**config.mk**
```make
export PLATFORM = sky130hd
export DESIGN_NAME = retry_ctrl_flit_packer_flat
export DESIGN_NICKNAME = d
export VERILOG_FILES = /design/src/rtl/retry_ctrl_flit_packer_if.sv /design/src/rtl/retry_ctrl_flit_packer.sv /design/src/flat_wrapper.sv
export SDC_FILE = /design/constraint.sdc
export NUM_CORES = 1
export LEC_CHECK = 0
export ABC_AREA = 1
export BUFFER_PORTS_ARGS = -buffer_cell sky130_fd_sc_hd__buf_2
export CORE_AREA = 8 8 219 221
export DETAILED_ROUTE_END_ITERATION = 10
export DIE_AREA = 0 0 227 229
export PLACE_DENSITY = 0.39
export SYNTH_ARGS = -nofsm -noshare
export SYNTH_HDL_FRONTEND = slang
export SYNTH_SLANG_ARGS = --single-unit
```
**constraint.sdc**
```tcl
create_clock -name i_clk -period 4.8 [get_ports i_clk]
set_clock_uncertainty 0.2 [all_clocks]
set_input_delay 0.48 -clock i_clk [delete_from_list [all_inputs] [get_ports i_clk]]
set_output_delay 0.48 -clock i_clk [all_outputs]
set_load 0.02 [all_outputs]
```
**src/rtl/retry_ctrl_flit_packer_if.sv**
```systemverilog
// Control-flit output channel from the RETRY flit packer to the CRC generator.
// The packer drives the master side; the CRC generator drives the ready signal.
interface retry_ctrl_flit_packer_if;
  logic [511:0] o_ctrl_flit;
  logic         o_ctrl_flit_valid;
  logic         i_ctrl_flit_ready;

  modport master (
    output o_ctrl_flit,
    output o_ctrl_flit_valid,
    input  i_ctrl_flit_ready
  );

  modport slave (
    input  o_ctrl_flit,
    input  o_ctrl_flit_valid,
    output i_ctrl_flit_ready
  );
endinterface

```
**src/rtl/retry_ctrl_flit_packer.sv**
```systemverilog
// RETRY control-flit packer: emits 5 RETRY.Frame flits followed by a RETRY.Req or RETRY.Ack flit.
// Optional macro RETRY_PKR_STATS_EN adds saturating per-sequence statistics counters.
module retry_ctrl_flit_packer (
  input  logic                            i_clk,
  input  logic                            i_rst_n,
  input  logic                            i_pl_lnk_up,
  input  logic                            retry_send_req_seq,
  input  logic                            retry_send_ack_seq,
  input  logic [4:0]                      retry_num_retry,
  input  logic [4:0]                      retry_num_phy_reinit,
  input  logic [7:0]                      retry_eseq,
  input  logic [7:0]                      retry_wrt_ptr,
  input  logic [7:0]                      retry_num_free_buff,
  retry_ctrl_flit_packer_if.master        flit_if,
  output logic                            o_req_sent,
  output logic                            o_ack_sent,
  output logic                            o_busy,
  output logic [7:0]                      o_req_seq_cnt,
  output logic [7:0]                      o_ack_seq_cnt
);

  typedef enum logic [2:0] {
    IDLE      = 3'd0,
    REQ_FRAME = 3'd1,
    REQ       = 3'd2,
    ACK_FRAME = 3'd3,
    ACK       = 3'd4
  } state_e;

  state_e       state_q, state_d;
  logic         req_pend_q, req_pend_d;
  logic         ack_pend_q, ack_pend_d;
  logic [2:0]   cnt_q, cnt_d;
  logic [4:0]   num_retry_q, num_retry_d;
  logic [4:0]   num_phy_reinit_q, num_phy_reinit_d;
  logic [7:0]   eseq_q, eseq_d;
  logic [7:0]   wrt_ptr_q, wrt_ptr_d;
  logic [7:0]   num_free_buff_q, num_free_buff_d;
  logic [511:0] flit_q, flit_d;
  logic         valid_q, valid_d;
  logic         req_sent_q, req_sent_d;
  logic         ack_sent_q, ack_sent_d;
  logic         hs;

  assign hs = valid_q & flit_if.i_ctrl_flit_ready;

  always_comb begin
    state_d          = state_q;
    cnt_d            = cnt_q;
    req_pend_d       = req_pend_q | retry_send_req_seq;
    ack_pend_d       = ack_pend_q | retry_send_ack_seq;
    num_retry_d      = num_retry_q;
    num_phy_reinit_d = num_phy_reinit_q;
    eseq_d           = eseq_q;
    wrt_ptr_d        = wrt_ptr_q;
    num_free_buff_d  = num_free_buff_q;
    req_sent_d       = 1'b0;
    ack_sent_d       = 1'b0;

    if (!i_pl_lnk_up) begin
      state_d    = IDLE;
      cnt_d      = 3'd0;
      req_pend_d = 1'b0;
      ack_pend_d = 1'b0;
    end else begin
      case (state_q)
        IDLE: begin
          if (ack_pend_q || req_pend_q) begin
            // A request arriving in this same cycle re-arms the pending bit being consumed.
            num_retry_d      = retry_num_retry;
            num_phy_reinit_d = retry_num_phy_reinit;
            eseq_d           = retry_eseq;
            wrt_ptr_d        = retry_wrt_ptr;
            num_free_buff_d  = retry_num_free_buff;
            cnt_d            = 3'd0;
            if (ack_pend_q) begin
              state_d    = ACK_FRAME;
              ack_pend_d = retry_send_ack_seq;
            end else begin
              state_d    = REQ_FRAME;
              req_pend_d = retry_send_req_seq;
            end
          end
        end
        REQ_FRAME, ACK_FRAME: begin
          if (hs) begin
            if (cnt_q == 3'd4) begin
              state_d = (state_q == REQ_FRAME) ? REQ : ACK;
              cnt_d   = 3'd0;
            end else begin
              cnt_d = cnt_q + 3'd1;
            end
          end
        end
        REQ: begin
          if (hs) begin
            state_d    = IDLE;
            req_sent_d = 1'b1;
          end
        end
        ACK: begin
          if (hs) begin
            state_d    = IDLE;
            ack_sent_d = 1'b1;
          end
        end
        default: state_d = IDLE;
      endcase
    end

    // Flit and valid are built from the next state so they are registered yet track the FSM exactly.
    valid_d = (state_d != IDLE);
    flit_d  = '0;
    if (state_d != IDLE) begin
      flit_d[0]   = 1'b1;
      flit_d[7:4] = 4'b0001;
      case (state_d)
        REQ_FRAME, ACK_FRAME: flit_d[11:8] = 4'b0011;
        REQ: begin
          flit_d[11:8]  = 4'b0001;
          flit_d[20:16] = num_retry_d;
          flit_d[28:24] = num_phy_reinit_d;
          flit_d[39:32] = eseq_d;
        end
        ACK: begin
          flit_d[11:8]  = 4'b0010;
          flit_d[20:16] = num_retry_d;
          flit_d[28:24] = num_phy_reinit_d;
          flit_d[39:32] = wrt_ptr_d;
          flit_d[47:40] = num_free_buff_d;
        end
        default: flit_d[11:8] = 4'b0000;
      endcase
    end
  end

  always_ff @(posedge i_clk or negedge i_rst_n) begin
    if (!i_rst_n) begin
      state_q          <= IDLE;
      req_pend_q       <= 1'b0;
      ack_pend_q       <= 1'b0;
      cnt_q            <= 3'd0;
      num_retry_q      <= 5'd0;
      num_phy_reinit_q <= 5'd0;
      eseq_q           <= 8'd0;
      wrt_ptr_q        <= 8'd0;
      num_free_buff_q  <= 8'd0;
      flit_q           <= '0;
      valid_q          <= 1'b0;
      req_sent_q       <= 1'b0;
      ack_sent_q       <= 1'b0;
    end else begin
      state_q          <= state_d;
      req_pend_q       <= req_pend_d;
      ack_pend_q       <= ack_pend_d;
      cnt_q            <= cnt_d;
      num_retry_q      <= num_retry_d;
      num_phy_reinit_q <= num_phy_reinit_d;
      eseq_q           <= eseq_d;
      wrt_ptr_q        <= wrt_ptr_d;
      num_free_buff_q  <= num_free_buff_d;
      flit_q           <= flit_d;
      valid_q          <= valid_d;
      req_sent_q       <= req_sent_d;
      ack_sent_q       <= ack_sent_d;
    end
  end

  assign flit_if.o_ctrl_flit       = flit_q;
  assign flit_if.o_ctrl_flit_valid = valid_q;
  assign o_req_sent                = req_sent_q;
  assign o_ack_sent                = ack_sent_q;
  assign o_busy                    = (state_q != IDLE) || req_pend_q || ack_pend_q;

`ifdef RETRY_PKR_STATS_EN
  logic [7:0] req_seq_cnt_q, req_seq_cnt_d;
  logic [7:0] ack_seq_cnt_q, ack_seq_cnt_d;

  always_comb begin
    req_seq_cnt_d = req_seq_cnt_q;
    ack_seq_cnt_d = ack_seq_cnt_q;
    if (req_sent_q && (req_seq_cnt_q != 8'hFF)) req_seq_cnt_d = req_seq_cnt_q + 8'd1;
    if (ack_sent_q && (ack_seq_cnt_q != 8'hFF)) ack_seq_cnt_d = ack_seq_cnt_q + 8'd1;
  end

  always_ff @(posedge i_clk or negedge i_rst_n) begin
    if (!i_rst_n) begin
      req_seq_cnt_q <= 8'd0;
      ack_seq_cnt_q <= 8'd0;
    end else begin
      req_seq_cnt_q <= req_seq_cnt_d;
      ack_seq_cnt_q <= ack_seq_cnt_d;
    end
  end

  assign o_req_seq_cnt = req_seq_cnt_q;
  assign o_ack_seq_cnt = ack_seq_cnt_q;
`else
  assign o_req_seq_cnt = 8'd0;
  assign o_ack_seq_cnt = 8'd0;
`endif

endmodule

```
**src/flat_wrapper.sv**
```systemverilog
// flat-port wrapper written by rule: the top's interface ports become plain ports
module retry_ctrl_flit_packer_flat 
  (i_clk, i_rst_n, i_pl_lnk_up, retry_send_req_seq, retry_send_ack_seq, retry_num_retry, retry_num_phy_reinit, retry_eseq, retry_wrt_ptr, retry_num_free_buff, o_req_sent, o_ack_sent, o_busy, o_req_seq_cnt, o_ack_seq_cnt, flit_if_o_ctrl_flit, flit_if_o_ctrl_flit_valid, flit_if_i_ctrl_flit_ready);
  retry_ctrl_flit_packer_if flit_if_i ();
  input  logic i_clk;
  input  logic i_rst_n;
  input  logic i_pl_lnk_up;
  input  logic retry_send_req_seq;
  input  logic retry_send_ack_seq;
  input  logic [4:0] retry_num_retry;
  input  logic [4:0] retry_num_phy_reinit;
  input  logic [7:0] retry_eseq;
  input  logic [7:0] retry_wrt_ptr;
  input  logic [7:0] retry_num_free_buff;
  output logic o_req_sent;
  output logic o_ack_sent;
  output logic o_busy;
  output logic [7:0] o_req_seq_cnt;
  output logic [7:0] o_ack_seq_cnt;
  output wire logic [$bits(flit_if_i.o_ctrl_flit)-1:0] flit_if_o_ctrl_flit;
  output wire logic [$bits(flit_if_i.o_ctrl_flit_valid)-1:0] flit_if_o_ctrl_flit_valid;
  input wire logic [$bits(flit_if_i.i_ctrl_flit_ready)-1:0] flit_if_i_ctrl_flit_ready;
  assign flit_if_o_ctrl_flit = flit_if_i.o_ctrl_flit;
  assign flit_if_o_ctrl_flit_valid = flit_if_i.o_ctrl_flit_valid;
  assign flit_if_i.i_ctrl_flit_ready = flit_if_i_ctrl_flit_ready;
  retry_ctrl_flit_packer u_core (.i_clk(i_clk), .i_rst_n(i_rst_n), .i_pl_lnk_up(i_pl_lnk_up), .retry_send_req_seq(retry_send_req_seq), .retry_send_ack_seq(retry_send_ack_seq), .retry_num_retry(retry_num_retry), .retry_num_phy_reinit(retry_num_phy_reinit), .retry_eseq(retry_eseq), .retry_wrt_ptr(retry_wrt_ptr), .retry_num_free_buff(retry_num_free_buff), .flit_if(flit_if_i), .o_req_sent(o_req_sent), .o_ack_sent(o_ack_sent), .o_busy(o_busy), .o_req_seq_cnt(o_req_seq_cnt), .o_ack_seq_cnt(o_ack_seq_cnt));
endmodule
```
After elaboration in Yosys (flattened, before gate mapping)
Cells that the tools add are included.

Register bits: 80. Output and inout bits: 532. Word-level logic and storage cells: 91. Bits of input ports: 40.

Bitwise logic cells: 3. Equality and inequality tests: 12. Reduce and logical (&&, ||, !) cells: 11. $add $sub $neg: 1. Mux-type cells: 51.

Operators with widths (count): 2-to-1 mux 8 bit (11); 2-to-1 mux 5 bit (10); 2-to-1 mux 3 bit (10); 2-to-1 mux 16 bit (1); one-hot mux 8 bit (2 select lines) (1); 2-to-1 mux 1 bit (14); equality test 3 x 2 -> 1 bit, second input constant (4); equality test 3 bit, second input constant (3); one-hot mux 3 bit (3 select lines) (1); OR reduction 2 bit (4); equality test 3 x 1 -> 1 bit, second input constant (2); inequality test 3 x 2 -> 1 bit, second input constant (2); one-hot mux 2 bit (3 select lines) (1); one-hot mux 3 bit (2 select lines) (1); nonzero test 3 bit (2); adder 3 x 1 -> 3 bit, second input constant (1); zero test 3 bit (1); logical OR 1 bit (3); inequality test 3 x 1 -> 1 bit, second input constant (1); AND reduction 3 bit (1); 2-to-1 mux 2 bit (1); bitwise OR 1 bit (2); AND 1 bit (1).

Logic depth before layout (Yosys ltp)
Depth after elaboration: 10. Depth in mapped cells: 10. Gate-level depth less buffers: 10.

Worst setup path after synthesis
OpenSTA, ideal clock, no wires.

Kind: reg-to-output. Start: register u_core.state_q[1]. End: output o_busy. Required time: 4.120 ns. Cell stages (with the launch flop): 6. Buffers on the path: 0. Path slack: 3.042 ns. Arrival: 1.078 ns. Cells stage by stage: dfrtp_1 -> inv_1 -> nand2_1 -> nor2_1 -> nand2_1 -> or2_2.

Word-level cells in the longest chain between the ends: 3.

RTL lines: start, declared (RTL line retry_ctrl_flit_packer.sv:30) `state_e state_q, state_d;`; start signal, assigned (RTL line retry_ctrl_flit_packer.sv:153) `state_q <= state_d;`; nonzero test 3 bit (RTL line retry_ctrl_flit_packer.sv:173) `assign o_busy = (state_q != IDLE) || req_pend_q || ack_pend_q;`; logical OR 1 bit (2 in a row) (RTL line retry_ctrl_flit_packer.sv:173); end, declared (RTL line flat_wrapper.sv:17) `output logic o_busy;`.

Every way passes these cells.

Worst setup path in the final report
Same ends and word-level chain as after synthesis.

==> impl_metrics.yaml <==
status:
  outcome: "finished, final reports clean"
power:
  p_seq_share_pct: 35.4
  pwr-share-comb_pct: 32.4
  pwr-share-clk_pct: 32.3
  sw_frac_of_total_pct: 42.1
  p_leak_nw: 3.73
  intPower_mw: 1.25
  power.density_nw_per_um2: 350
  vdd_drop_max_mv: 0.157
  power_switching_mw: 0.911
synth:
  netlist_area_um2: 6730
  synth_flop_cell: "dfrtp_1"
  synth_xor_xnor_area_share_pct: 0
  synth_area_per_cell_um2: 8.24
  synth-compound-area-share_pct: 3.12
  yosysWarnings: 0
  synth-simple-area-share_pct: 9.38
  synthAdderAreaFrac_pct: 0.372
  synth_cell_types: 25
  async_reset_ff_share_pct: 100
  synth_top_area_share_pct: 56.1
  yosysMostFrequentCell: "buf_4"
  yosysSeqAreaShare_pct: 27.1
  muxShareOfSynthArea_pct: 0
  ys_ff_latch: 73
  yosysTopAreaCell: "buf_4"
  synth_top_family_by_area: "buffers and inverters"
  synthCells: 817
  synth-edff-count: 0
  synth_common_cells: "503 x buf_4, 89 x nand2_1, 73 x dfrtp_1"
  synthTopCellsByArea: "buf_4 56%, dfrtp_1 27%, nand2_1 5.0%"
routing:
  first_iter_violations: 100
  firstDrtPassIters: 4
  wl_per_cell_um: 9.59
  vias: 3485
  ant_nets: 0
  vias_per_cell: 2.33
  drc: 0
  wirelength_um: 14300
worst_setup_path:
  r2r_slack_ns: 2.57
  crit_chain: "inv_1 -> nand2_1 -> nor2_1 -> nand2_1 -> or2_2 -> buf_2"
  cpPeakStageDelay_ns: 0.40
  r2r_cells: 11
  critPathCaptureType: "output port"
  crit_required_ns: 4.12
  timing.rr.end: "u_core.flit_if.o_ctrl_flit[32]"
  crit_fanout: 4
  worst_path_most_repeated_cell: "nand2_1"
  worstSetupPathType: "reg2out"
  start_kind: "flip-flop"
  arrival_ns: 1.67
  slowest_stage: "dfrtp_1"
  reg2reg_from: "u_core.cnt_q[0]"
sta:
  maxSlewViolCount: 0
  relSlewSlack_pct: 36.2
  setup_viol: 0
  final.hold.worst_slack_ns: 0.0647
  fmax_mhz: 426
  tightest_slew_ns: 0.956
  finalHoldViolCount: 0
  grt_setup_unrepaired: "no"
  timing.final.crit_share_pct: 48.9
  finalCriticalPeriod_ns: 2.35
  setup_slack_ns: 2.45
  setup_tns_ns: 0
clocking:
  clockRootBuffer: "clkbuf_16"
  numCtsBuffers: 9
  ctsHoldBuffers: 0
  h-tree-depth: 3
  post_cts_resized: 0
  cts_sinks: 73
  clock_latency_ns: 0.34
  cts_tree: "built"
  clk_path_buf_depth: 2
  post-cts-setup-buffers: 0
  cts.clk_slew.worst_paths_ns: 0.07
grt:
  grt_pass1_vias: 3901
  grt_antenna_before_repair: 1
  overflow: 0
  grt_first_pass_wirelength_um: 20900
  track_usage_pct: 4.97
  grt_start_max_net_pins: 74
finish:
  antenna_cells: 0
  nets: 930
  drive_above_1_share_pct: 12.2
  area_delta_synth_final_pct: -8.05
  fin_area_um2: 6190
floorplanning:
  die_h_um: 229
  start_util_pct: 15.1
  coreArea_um2: 44700
  pin_count: 572
  rows: 78
  fp.dieW_um: 227
  design.die.area_um2: 52000
worst_hold_path:
  min_path_type: "in2async"
flow_run:
  maxCapViolations: 0
placed_design:
  gp_congestion: 0.746
  dpl.hpwl_um: 11800
  pre_cts_ws_ns: 2.48
  portBuffers: 73
  dpl_cell_area_um2: 5880
## worst max-delay path by stage
stage                       from                        endpoint  slack (ns)  depth (start not counted)
5_1_grt        u_core.state_q[0]                          o_busy        2.29                          6
3_3_place_gp         i_pl_lnk_up  u_core.flit_if.o_ctrl_flit[35]        2.47                          8
3_5_place_dp         i_pl_lnk_up  u_core.flit_if.o_ctrl_flit[32]        2.48                          8
6_report       u_core.state_q[1]                          o_busy        2.45                          6
4_1_cts        u_core.state_q[0]                          o_busy        2.39                          6
2_1_floorplan  u_core.state_q[1]                          o_busy        3.04                          5
## cells in the final DEF (no fill, tap or decap), types with 3 or more instances in the layout
| cell | synthesis | routed |
|---|---|---|
| buf_2 | 2 | 72 |
| inv_1 | 44 | 44 |
| o21ai_2 | 4 | 4 |
| nand3_1 | 29 | 29 |
| inv_2 | 3 | 3 |
| a21oi_1 | 10 | 10 |
| a21oi_2 | 4 | 4 |
| dfrtp_1 | 73 | 73 |
| clkinv_4 | 1 | 4 |
| nand2_1 | 89 | 89 |
| conb_1 | 1 | 498 |
| o21ai_1 | 18 | 18 |
| nor2_1 | 17 | 17 |
| clkbuf_16 | 0 | 9 |
## registers in the layout, indices dropped and copies added, names as in the netlist
| register | count |
|---|---|
| u_core.ack_pend_q | 1 |
| u_core.o_req_sent | 1 |
| u_core.flit_if.o_ctrl_flit | 29 |
| u_core.o_ack_sent | 1 |
| u_core.cnt_q | 3 |
| u_core.wrt_ptr_q | 8 |
| u_core.num_free_buff_q | 8 |
| u_core.num_retry_q | 5 |
| u_core.num_phy_reinit_q | 5 |
| u_core.state_q | 3 |
| u_core.eseq_q | 8 |
| u_core.req_pend_q | 1 |
## cell type report
cell class | instances | area [um^2]
Clock inverter | 7 | 87.6
Tap cell | 600 | 751
Timing Repair Buffer | 74 | 375
Sequential cell | 73 | 1830
Inverter | 49 | 189
Clock buffer | 9 | 225
Multi-Input combinational cell | 681 | 2740
Fill cell | 5193 | 38500
## critical path, delay by kind of cell (launching register included)
| family | cells | cell delay (ns) |
|---|---|---|
| buf+inv | 2 | 0.29 |
| simple gates | 4 | 0.64 |
| flops | 1 | 0.40 |
## cells by family after synthesis
family | count (synthesis)
buffers and inverters | 560
flip-flops | 73
adder cells (fa/ha/maj) | 2
other | 1
AND/OR/NAND/NOR | 145
AO/OA/AOI/OAI | 36
## per-stage QoR
stage                     util, %  power, mW  cells
after floorplan                 -       1.67   1314
after global placement       13.2       1.46   1477
after detailed placement     13.2       1.46   1477
after CTS                    13.9       2.19   1493
after global routing         13.9       2.31   1493
final                        13.9       2.17   1493
## power groups by stage
| stage | combinational [mW] | clock [mW] | sequential (mW) |
|---|---|---|---|
| 4_1_cts | 0.686 | 0.740 | 0.766 |
| 6_report | 0.701 | 0.699 | 0.766 |
| 2_1_floorplan | 0.872 | 0 | 0.800 |
| 3_3_place_gp | 0.680 | 0 | 0.778 |
| 3_5_place_dp | 0.682 | 0 | 0.778 |
| 5_1_grt | 0.773 | 0.760 | 0.779 |
## metal layers
metal,global-route usage (%),wire length [um],vias to the layer above
met4,1.44,142,0
met5,0,0,-
met1,5.92,5910,1572
met3,1.55,1320,10
met2,8.45,6940,276
li1,-,-,1627
No activity file was read; power rests on OpenSTA's default activity.
